[src/rtl/himax_frame_capture.sv]
// Himax 4-bit parallel sensor capture: oversamples the sensor port, packs nibble
// pairs into bytes, buffers them in a FIFO and measures one frame per start request.
module himax_frame_capture #(
  parameter int FIFO_DEPTH  = 16,
  parameter int SYNC_STAGES = 2,
  parameter int CNT_W       = 16
) (
  input  logic             clk,
  input  logic             rst,
  input  logic             start,
  input  logic             px_clk,
  input  logic             px_fv,
  input  logic             px_lv,
  input  logic [3:0]       pxd,
  output logic [7:0]       out_data,
  output logic             out_valid,
  input  logic             out_ready,
  output logic             busy,
  output logic             frame_done,
  output logic [CNT_W-1:0] frame_rows,
  output logic [CNT_W-1:0] frame_cols,
  output logic             overflow,
  output logic             odd_nibble
);

  localparam int AW = $clog2(FIFO_DEPTH);
  localparam int CW = AW + 1;

  typedef enum logic [2:0] {
    IDLE    = 3'd0,
    ARM     = 3'd1,
    WAIT_FV = 3'd2,
    CAPTURE = 3'd3,
    DONE    = 3'd4
  } state_t;

  function automatic logic [CNT_W-1:0] sat_inc(input logic [CNT_W-1:0] v);
    return (&v) ? v : v + CNT_W'(1);
  endfunction

  logic [SYNC_STAGES:0]   pclk_sync_r;
  logic [SYNC_STAGES-1:0] fv_sync_r;
  logic [SYNC_STAGES-1:0] lv_sync_r;
  logic [3:0]             pxd_sync_r [SYNC_STAGES];

  state_t           state_r;
  logic             fv_q_r, lv_q_r;
  logic             phase_r;
  logic [3:0]       hi_r;
  logic [CNT_W-1:0] row_r, col_r, last_cols_r;

  logic [7:0]       mem_r [FIFO_DEPTH];
  logic [AW-1:0]    wr_ptr_r, rd_ptr_r;
  logic [CW-1:0]    count_r, count_next_s;

  logic             sample_s, fv_s, lv_s;
  logic [3:0]       pxd_s;
  logic             take_s, lv_fall_s, fv_rise_s, fv_fall_s;
  logic [CNT_W-1:0] row_inc_s;
  logic             push_s, pop_s, full_s, wr_en_s;

  // Synchronise every sensor input; px_clk gets one extra stage for edge detection
  always_ff @(posedge clk or posedge rst) begin
    if (rst) begin
      pclk_sync_r <= '0;
      fv_sync_r   <= '0;
      lv_sync_r   <= '0;
      for (int i = 0; i < SYNC_STAGES; i++) pxd_sync_r[i] <= 4'h0;
    end else begin
      pclk_sync_r[0] <= px_clk;
      fv_sync_r[0]   <= px_fv;
      lv_sync_r[0]   <= px_lv;
      pxd_sync_r[0]  <= pxd;
      for (int i = 1; i < SYNC_STAGES; i++) begin
        pclk_sync_r[i] <= pclk_sync_r[i-1];
        fv_sync_r[i]   <= fv_sync_r[i-1];
        lv_sync_r[i]   <= lv_sync_r[i-1];
        pxd_sync_r[i]  <= pxd_sync_r[i-1];
      end
      pclk_sync_r[SYNC_STAGES] <= pclk_sync_r[SYNC_STAGES-1];
    end
  end

  assign sample_s  = pclk_sync_r[SYNC_STAGES-1] & ~pclk_sync_r[SYNC_STAGES];
  assign fv_s      = fv_sync_r[SYNC_STAGES-1];
  assign lv_s      = lv_sync_r[SYNC_STAGES-1];
  assign pxd_s     = pxd_sync_r[SYNC_STAGES-1];
  assign take_s    = sample_s & fv_s & lv_s;
  assign lv_fall_s = sample_s & lv_q_r & ~lv_s;
  assign fv_rise_s = sample_s & ~fv_q_r & fv_s;
  assign fv_fall_s = sample_s & fv_q_r & ~fv_s;
  assign row_inc_s = sat_inc(row_r);
  assign push_s    = (state_r == CAPTURE) & take_s & phase_r;

  // Capture FSM: arming, nibble pairing, line/frame bookkeeping and status outputs
  always_ff @(posedge clk or posedge rst) begin
    if (rst) begin
      state_r     <= IDLE;
      busy        <= 1'b0;
      frame_done  <= 1'b0;
      fv_q_r      <= 1'b0;
      lv_q_r      <= 1'b0;
      phase_r     <= 1'b0;
      hi_r        <= 4'h0;
      row_r       <= '0;
      col_r       <= '0;
      last_cols_r <= '0;
      frame_rows  <= '0;
      frame_cols  <= '0;
      odd_nibble  <= 1'b0;
    end else begin
      frame_done <= 1'b0;
      if (sample_s) begin
        fv_q_r <= fv_s;
        lv_q_r <= lv_s;
      end
      case (state_r)
        IDLE: begin
          if (start) begin
            state_r <= ARM;
            busy    <= 1'b1;
          end
        end
        ARM: begin
          if (!fv_s) state_r <= WAIT_FV;
        end
        WAIT_FV: begin
          if (fv_rise_s) begin
            state_r     <= CAPTURE;
            row_r       <= '0;
            col_r       <= '0;
            last_cols_r <= '0;
            phase_r     <= 1'b0;
          end
        end
        CAPTURE: begin
          if (take_s) begin
            if (!phase_r) begin
              hi_r    <= pxd_s;
              phase_r <= 1'b1;
            end else begin
              phase_r <= 1'b0;
              col_r   <= sat_inc(col_r);
            end
          end
          // A line closing on the same sample as the frame is counted first
          if (lv_fall_s) begin
            row_r       <= row_inc_s;
            last_cols_r <= col_r;
            col_r       <= '0;
            phase_r     <= 1'b0;
            if (phase_r) odd_nibble <= 1'b1;
          end
          if (fv_fall_s) begin
            frame_rows <= lv_fall_s ? row_inc_s : row_r;
            frame_cols <= lv_fall_s ? col_r : last_cols_r;
            frame_done <= 1'b1;
            state_r    <= DONE;
          end
        end
        DONE: begin
          state_r <= IDLE;
          busy    <= 1'b0;
        end
        default: begin
          state_r <= IDLE;
          busy    <= 1'b0;
        end
      endcase
    end
  end

  assign pop_s   = out_valid & out_ready;
  assign full_s  = (count_r == CW'(FIFO_DEPTH));
  assign wr_en_s = push_s & (~full_s | pop_s);

  // Occupancy after this cycle's push/pop
  always_comb begin
    count_next_s = count_r;
    case ({wr_en_s, pop_s})
      2'b10:   count_next_s = count_r + CW'(1);
      2'b01:   count_next_s = count_r - CW'(1);
      default: count_next_s = count_r;
    endcase
  end

  // First-word-fall-through byte FIFO with sticky overflow on a dropped push
  always_ff @(posedge clk or posedge rst) begin
    if (rst) begin
      wr_ptr_r  <= '0;
      rd_ptr_r  <= '0;
      count_r   <= '0;
      out_valid <= 1'b0;
      overflow  <= 1'b0;
      for (int i = 0; i < FIFO_DEPTH; i++) mem_r[i] <= 8'h00;
    end else begin
      if (wr_en_s) begin
        mem_r[wr_ptr_r] <= {hi_r, pxd_s};
        wr_ptr_r        <= wr_ptr_r + AW'(1);
      end
      if (pop_s) rd_ptr_r <= rd_ptr_r + AW'(1);
      if (push_s & full_s & ~pop_s) overflow <= 1'b1;
      count_r   <= count_next_s;
      out_valid <= (count_next_s != CW'(0));
    end
  end

  assign out_data = mem_r[rd_ptr_r];

endmodule

[config.mk]
export PLATFORM = sky130hd
export DESIGN_NAME = himax_frame_capture
export DESIGN_NICKNAME = d
export VERILOG_FILES = /design/src/rtl/himax_frame_capture.sv
export SDC_FILE = /design/constraint.sdc
export NUM_CORES = 1
export LEC_CHECK = 0
export ABC_AREA = 1
export CAP_MARGIN = 20
export CORE_MARGIN = 2
export CORE_UTILIZATION = 30
export DETAILED_ROUTE_END_ITERATION = 8
export HOLD_SLACK_MARGIN = 0.12
export PLACE_DENSITY = 0.52
export REMOVE_ABC_BUFFERS = 1
export SETUP_SLACK_MARGIN = 0.3
export SLEW_MARGIN = 20
export SYNTH_ARGS = -nofsm -noshare
export SYNTH_HDL_FRONTEND = slang
export SYNTH_SLANG_ARGS = --single-unit
[constraint.sdc]
create_clock -name clk -period 9.8 [get_ports clk]
set_input_delay 0.98 -clock clk [delete_from_list [all_inputs] [get_ports clk]]
set_output_delay 0.98 -clock clk [all_outputs]
set_load 0.01 [all_outputs]
==> results of run 1 <==
## power groups by stage
stage	clock network, mW	logic [mW]	registers [mW]
2_1_floorplan	0	0.665	1.36
3_3_place_gp	0	1.20	1.29
3_5_place_dp	0	1.22	1.29
4_1_cts	1.12	1.22	1.28
5_1_grt	1.16	1.36	1.29
6_report	1.09	1.21	1.27
## sequential cells by signal, indices dropped and copies added (netlist names), 4 cells and up
register	flops
hi_r	4
pxd_s	4
mem_r	128
frame_rows	16
pxd_sync_r	4
count_r	5
row_r	16
rd_ptr_r	4
frame_cols	16
wr_ptr_r	4
last_cols_r	16
col_r	16
## through the flow
stage               hold slack, ns  std cells  area [µm²]
detailed placement          0.3347       1919       12970
finish                      0.3449       1971       13950
global placement            0.3338       1919       12970
global route                0.3562       1970       13940
CTS                         0.3483       1969       13920
floorplan                   0.3312       1331       11690
## critical path, stage by stage, from the launching register on
cell and delay [ns]:
dfrtp_4 0.45, buf_4 0.34, buf_16 0.32, mux2i_1 0.12
o21ai_0 0.36, o211ai_1 0.13, nand2_1 0.09, clkdlybuf4s50_1 0.53
## worst paths after layout
| path | to | slack, ns | cells after the start |
|---|---|---|---|
| worst max-delay path | out_data[4] | 5.86 | 7 |
| worst min-delay path | pclk_sync_r[1] | 0.34 | 0 |
| worst max register to register | col_r[0] | 6.98 | 10 |
| worst min register to register | pclk_sync_r[1] | 0.34 | 0 |
| max in group asynchronous | mem_r[7] | 6.66 | 4 |
| min in group asynchronous | pxd_s[3] | 1.07 | 2 |
## cell type report
class,count,area [µm²]
Fill cell,4150,25790
Timing Repair Buffer,64,638.1
Sequential cell,251,6285
Clock inverter,9,123.9
Antenna cell,1,2.502
Inverter,125,481.7
Clock buffer,41,820.8
Tap cell,525,656.9
Multi-Input combinational cell,955,4937
## logic make-up (layout without fill, tap and decap cells)
kind of cell             Yosys count  after routing  share of synthesized area
AND/OR/NAND/NOR                  577            577                     0.2098
AO/OA/AOI/OAI                    319            319                     0.1485
flip-flops                       251            251                     0.5195
buffers and inverters            196            239                    0.07213
multiplexers                      32             32                    0.02649
XOR/XNOR                          16             16                    0.01159
adder cells (fa/ha/maj)           11             11                    0.01200
other                              0              1                          0
## cell usage after synthesis (19+ instances only)
library cell | instances | area (µm²)
nand3_1 | 61 | 305.3
nor2_1 | 54 | 202.7
o211ai_1 | 32 | 240.2
o21ai_0 | 83 | 415.4
clkbuf_1 | 40 | 150.1
mux2i_1 | 32 | 320.3
o21ai_1 | 124 | 620.6
o21ai_2 | 19 | 166.4
a21oi_1 | 36 | 180.2
nand2_1 | 397 | 1490
inv_1 | 117 | 439.2
dfrtp_1 | 251 | 6281
## layer usage
metal | up-vias | share of wire | global-route usage | wire [µm]
met1 | 4518 | 0.48 | 0.2016 | 14310
met5 | - | 0 | 0 | 0
met2 | 165 | 0.47 | 0.2488 | 13990
li1 | 4676 | - | - | -
met3 | 40 | 0.040 | 0.02466 | 1215
met4 | 0 | 0.019 | 0.03106 | 557
==> metrics.txt, run 1 <==
Mapped Cells 1402; part of the power in registers 0.357; clk buf depth 3; fraction of registers with async set/reset 1.000; Max transition margin 0.3702; HP Start pclk_sync_r[0]; die area 41920 µm²; first-pass GRT wire length 50340 µm; crit path from rd_ptr_r[0]; clk_lat worst skew 0.55 ns; post-CTS sizing 0; GRT Overall Usage 0.1485; largest net degree at the start of global routing 137; CP endpoint kind output port; Max VDD drop 121.9 µV; wire per inst 15.26 µm; minimum clock period after layout 3.938 ns; status complete, no violations; Routed Antenna Nets 0; Setup WS pre-CTS 5.882 ns; Setup Skew 0.01083 ns; CTS Hold Bufs 0; DR vias 9399; Startpoint Class flop; antenna violations before repair 0; Net Sw Frac 0.3695; Synth-to-Final Area Change 15.35%; Int Pwr 2.251 mW; post-layout util 0.3510; FF-to-FF Start pclk_sync_r[1]; pwr dens 256.0 nW/µm²; type of the worst min-delay path reg -> reg; number of buffers created by CTS 28; fin crit share 0.4019; Comb pwr share 0.338; Core Area 39730 µm²; I/O Pins 56; CTS sink count 251; Overall Power 3.570 mW; Worst EP required 8.82 ns; DRC 0; largest fanout on the critical path 67; row cnt 73; number of global-route vias before repair 9423; worst slew pin tran 0.9447 ns; leakage power 6.493 nW; final setup TNS 0 ns; Max Freq 253.9 MHz; port bufs 55; final worst-path setup slack 5.862 ns; final slew viol count 0; syn_area_per_cell 8.624 µm²; Pre-Repair DR Iteration Count 5; flops & latches, synth 251; P_sw 1.319 mW; post-synthesis sequential area ratio 0.5195; final net count 1447; Synth Cell Area 12090 µm²; top_reg_cell synth dfrtp_1; Clock Tree Root clkbuf_16; Final Hold Viols 0; CP Class reg -> out; Final Setup Violations 0; Final HPWL DP 18700 µm; number of synthesis warnings 0; GP Congestion 0.7746; Clk pwr share 0.305; TritonCTS clock tree done; die extent in y 204.8 µm; Post-CTS Setup Inserts 0; Initial Util 0.3043; Yosys cell types 41; most frequent cells in the layout nand2_1, dfrtp_1, o21ai_1; # H-tree levels 1; Max-cap violations 0; Overflow after GRT 0; die span in x 204.8 µm; fraction of layout cells with a size suffix above 1 0.07889; Iter 0 DRT Violations 593; commonest non-fill, non-tap cell in the layout nand2_1; RSZ-0062 raised after global routing no; vias per cell 4.769; Post-synth EDFFs 0; Worst-path clk slew 0.06 ns; Worst EP arrival 2.96 ns; Routed WL 30080 µm
Note: power is estimated with default switching activity, not from simulation.
==> run 2: changes to the inputs <==
- clock period: 9.8 -> 3.79 ns (I/O delays scaled with it)
==> run 2 against run 1 <==
  * Sequential share of layout area is 0.45 points lower
  * Non-clock buffer count grew 3
  * Clock power rose to 2.8 times the previous value
  * Register-to-register slack lost 6.0 ns
  * Cell count increased by 0.20%
  * Global-route usage is 0.40 points lower
  * Final area rose by 1.0%
  * Total power increased to 2.7 times the previous value
  * Core utilization rose by 0.35 points
  * Count of clock-buffer cells in the layout fell by 4
  * Die area unchanged
  * First-iteration DRC count unchanged
==> metrics.txt, run 2 (same netlist as run 1, synthesis figures left out) <==
status complete, no violations; Post-Place Cells 1922; Max transition margin 0.4712; fin crit share 0.8192; fraction of layout cells with a size suffix above 1 0.08489; cell depth of the worst flop-to-flop path 10; post-layout util 0.3545; Worst-path clk slew 0.06 ns; Iter 0 DRT Violations 593; pwr dens 672.9 nW/µm²; Worst EP arrival 2.73 ns; Synth-to-Final Area Change 16.51%; Worst EP required 3.41 ns; Min Hold Slack 0.2553 ns; slowest CP cell dfrtp_4; Routed Antenna Nets 0; Core Area 39730 µm²; Max Freq 322.1 MHz; met2 global-route usage 0.2401; final net count 1451; Final Setup Violations 0; Setup Skew 0.01291 ns; final setup TNS 0 ns; I/O Pins 56; largest fanout on the critical path 30; Post-Layout Inst Area 14090 µm²; HP Start pxd[1]; worst slew pin tran 0.7933 ns; Startpoint Class flop; RSZ-0062 raised after global routing no; minimum clock period after layout 3.105 ns; clk_lat worst skew 0.57 ns; leakage power 6.558 nW; wire per inst 15.14 µm; CP endpoint kind output port; first-pass GRT wire length 48980 µm; worst reg2reg path endpoint col_r[9]; Final HPWL DP 18880 µm; number of global-route vias before repair 9075; port bufs 55; Clock Tree Root clkbuf_16; CTS sink count 251; GRT met1 Usage 0.1948; GRT Overall Usage 0.1445; CP Class reg -> out; DRC 0; worst path cell trace buf_4, mux2i_1, o21ai_0, o211ai_1, nand2_1, clkdlybuf4s50_1; Routed WL 29900 µm; clk buf depth 3; antenna violations before repair 0; met3 Use GR 0.02354; Pre-Repair DR Iteration Count 5; FF-to-FF Start pclk_sync_r[1]; die area 41920 µm²; Crit path max-delay family buffers and inverters; final worst-path setup slack 0.6851 ns; Hold Path End pxd_sync_r[5]; Overall Power 9.479 mW; fill count 4070; Most Crowded Layer GR met2; hold depth 1; Max-cap violations 0; Final Hold Viols 0; Initial Util 0.3043; row cnt 73; vias per cell 4.706; max incr delay on CP 0.74 ns; type of the worst min-delay path in -> reg; non-filler instance count after layout 1975; largest net degree at the start of global routing 97; die span in x 204.8 µm; number of buffers created by CTS 29; max reg flops 128; CP bufs+invs 2; die extent in y 204.8 µm; Setup WS pre-CTS 0.9536 ns; Overflow after GRT 0; Biggest register mem_r; DP Area 13020 µm²; CTS Hold Bufs 0; final slew viol count 0; Max VDD drop 399.0 µV; commonest non-fill, non-tap cell in the layout nand2_1; GP Congestion 0.7765; # H-tree levels 1; DR vias 9294; TritonCTS clock tree done; most frequent cells in the layout nand2_1, dfrtp_1, o21ai_1; FF-to-FF setup slack 0.95 ns
## run 2: cell types whose count changed in the layout (fill, tap and decap cells not counted), sizes merged
| cell | previous run | this run |
|---|---|---|
| inv | 125 | 126 |
| clkinv | 6 | 5 |
| clkbuf | 41 | 37 |
| bufinv | 3 | 6 |
| buf | 9 | 12 |
| clkinvlp | 0 | 2 |
## run 2: worst max path at each step
stage	startpoint	endpoint	slack, ns	cells after the start
after global placement	pclk_sync_r[1]	col_r[13]	1.03	10
after global routing	rd_ptr_r[0]	out_data[1]	0.50	6
final	rd_ptr_r[0]	out_data[1]	0.69	6
after floorplan	rst	busy	-3.49	1
after CTS	rd_ptr_r[0]	out_data[2]	0.45	6
after detailed placement	pclk_sync_r[1]	col_r[9]	0.95	10
## run 2: what timing repair did
action,CTS,global route
endpoints found under the hold margin,0,0
setup endpoints to repair,0,1
setup buffers,0,1
gates resized for setup,0,0
## run 2: final cells by class
type / count / area, µm² / area share
Multi-Input combinational cell: 955 / 4937 / 0.3505
Clock buffer: 37 / 815.8 / 0.05791
Sequential cell: 251 / 6285 / 0.4462
Clock inverter: 14 / 229.0 / 0.01626
Antenna cell: 1 / 2.502 / 0.0001777
Timing Repair Buffer: 67 / 678.2 / 0.04814
Tap cell: 525 / 656.9 / 0.04663
Inverter: 125 / 481.7 / 0.03420
## run 2: routing by layer
layer | vias to the layer above | routed length [µm] | part of all wire
li1 | 4688 | - | -
met2 | 154 | 14040 | 0.47
met5 | - | 0 | 0
met4 | 0 | 668 | 0.022
met3 | 45 | 1207 | 0.040
met1 | 4407 | 13990 | 0.47
## run 2: power breakdown
part           switching (mW)  total [mW]  internal [mW]
Combinational            1.97        3.05           1.09
Sequential              0.320        3.36           3.04
Clock                    1.15        3.07           1.92
Total                    3.44        9.48           6.04
==> run 3: changes to the inputs <==
- PLACE_DENSITY: 0.52 -> 0.54
- clock period: 3.79 -> 2.5 ns (I/O delays scaled with it)
==> run 3 against run 2 <==
  * Core utilization grew 0.96 points
  * Register-to-register slack lost 0.49 ns
  * Routed wire length fell by 0.76%
  * Largest power group is now combinational cells
  * Die area stayed put
  * Count of clock-buffer cells in the layout increased by 4
  * Highest routed layer unchanged
  * Global-route usage rose by 0.21 points
  * Cell count increased by 1.5%
==> metrics.txt, run 3 (same netlist as run 1, synthesis figures left out) <==
status complete, no violations; Multi-input gate area 5080 µm²; fill count 4071; leakage power 6.740 nW; FF-to-FF setup slack 0.46 ns; storage element area 6285 µm²; vias per cell 4.673; # diodes 0; row cnt 73; port bufs 55; CP Class reg -> out; Post-Place Cells 1939; Initial Util 0.3043; Setup Skew 0.01743 ns; fin crit share 0.9767; minimum clock period after layout 2.442 ns; final setup TNS 0 ns; largest net degree at the start of global routing 63; Clock Tree Root clkbuf_16; Synth-to-Final Area Change 19.66%; most frequent cells in the layout nand2_1, dfrtp_1, o21ai_1; antenna violations before repair 0; max reg flops 128; type of the worst min-delay path in -> async; final slew viol count 0; wire per inst 14.81 µm; Post-Layout Inst Area 14470 µm²; FF-to-FF Start pclk_sync_r[2]; Max transition margin 0.4937; final net count 1479; Final Setup Violations 0; largest fanout on the critical path 28; worst slew pin tran 0.7586 ns; number of global-route vias before repair 9337; Int Pwr 9.229 mW; Routed Antenna Nets 0; Net Sw Frac 0.3699; cell depth of the worst flop-to-flop path 15; Max-cap violations 0; part of the power in registers 0.342; clk_lat worst skew 0.56 ns; Core Area 39730 µm²; Final Hold Viols 0; non-filler instance count after layout 2004; Biggest register mem_r; # H-tree levels 1; die extent in y 204.8 µm; RSZ-0062 raised after global routing yes; I/O Pins 56; worst reg2reg path endpoint out_valid; Worst EP required 2.25 ns; die span in x 204.8 µm; CP endpoint kind output port; post-layout util 0.3641; P_sw 5.419 mW; Final HPWL DP 19150 µm; die area 41920 µm²; commonest non-fill, non-tap cell in the layout nand2_1; clk buf depth 3; Worst-path clk slew 0.06 ns; Max Freq 409.5 MHz; fraction of layout cells with a size suffix above 1 0.1210; Startpoint Class flop; Clk pwr share 0.290; TritonCTS clock tree done; Comb pwr share 0.369; first-pass GRT wire length 50000 µm; number of buffers created by CTS 29; Pre-Repair DR Iteration Count 5; Overflow after GRT 0; GRT Overall Usage 0.1466; DP Area 13180 µm²; GP Congestion 0.7942; CTS sink count 251; DR vias 9365; Worst EP arrival 2.19 ns; pwr dens 1012 nW/µm²; Iter 0 DRT Violations 472; Max VDD drop 651.9 µV; DRC 0; Routed WL 29680 µm
run 3: cell types whose count changed in the layout (fill, tap and decap cells not counted), moves of 4 or more:
cell and delta:
a21oi_1 -9, a21oi_2 +6, buf_2 +7, buf_4 +14, buf_6 +4, bufinv_16 -4, clkdlybuf4s50_1 -8, dlygate4sd3_1 +4
o21ai_0 -24, o21ai_1 +20, o21ai_2 +4
run 3: cell type report:
cell class | instances | area share
Tap cell | 525 | 0.04540
Timing Repair Buffer | 95 | 0.06884
Multi-Input combinational cell | 955 | 0.3511
Clock buffer | 41 | 0.05881
Sequential cell | 251 | 0.4344
Clock inverter | 12 | 0.007956
Inverter | 125 | 0.03347
run 3: power groups by stage:
stage | registers [mW] | clock network (mW) | logic [mW]
6_report | 5.00 | 4.24 | 5.40
5_1_grt | 5.08 | 4.54 | 6.01
4_1_cts | 4.98 | 4.38 | 5.18
3_5_place_dp | 5.04 | 0 | 5.03
3_3_place_gp | 5.04 | 0 | 4.97
2_1_floorplan | 5.32 | 0 | 2.61
run 3: through the flow:
step / hold WS [ns] / power [mW] / worst slack [ns]
floorplan: 0.2814 / 7.931 / -4.650
global placement: 0.3322 / 10.01 / 0.1995
detailed placement: 0.3356 / 10.07 / 0.2026
CTS: 0.1483 / 14.54 / 0.06338
global route: 0.1747 / 15.63 / -0.01754
finish: 0.1511 / 14.65 / 0.05816
run 3: how the worst max path moves through the flow:
stage	cells after the start	endpoint	slack (ns)	start
6_report	6	out_data[7]	0.06	rd_ptr_r[0]
5_1_grt	7	out_data[3]	-0.02	rd_ptr_r[0]
4_1_cts	7	out_data[3]	0.06	rd_ptr_r[0]
3_5_place_dp	14	out_valid	0.20	out_ready
3_3_place_gp	14	out_valid	0.20	out_ready
2_1_floorplan	1	busy	-4.65	rst
run 3: layer usage:
layer  GRT usage  wire [µm]
met1      0.2022      14280
met2      0.2402      13740
met3     0.02339       1024
met4     0.03571        636
met5           0          0
run 3: critical path: stages, from the launching register on:
cell and delay [ns]:
dfrtp_4 0.49, buf_12 0.21, mux2i_1 0.22, o21ai_1 0.12, o211ai_1 0.32, nand2_1 0.11, buf_2 0.16
run 3: what timing repair did:
item	4_1_cts	5_1_grt
resized for setup	60	39
gates cloned	2	2
hold buffers	4	0
setup buffers	2	2
hold endpoints to repair	4	0
endpoints found under the setup margin	9	58
pin swaps	17	19
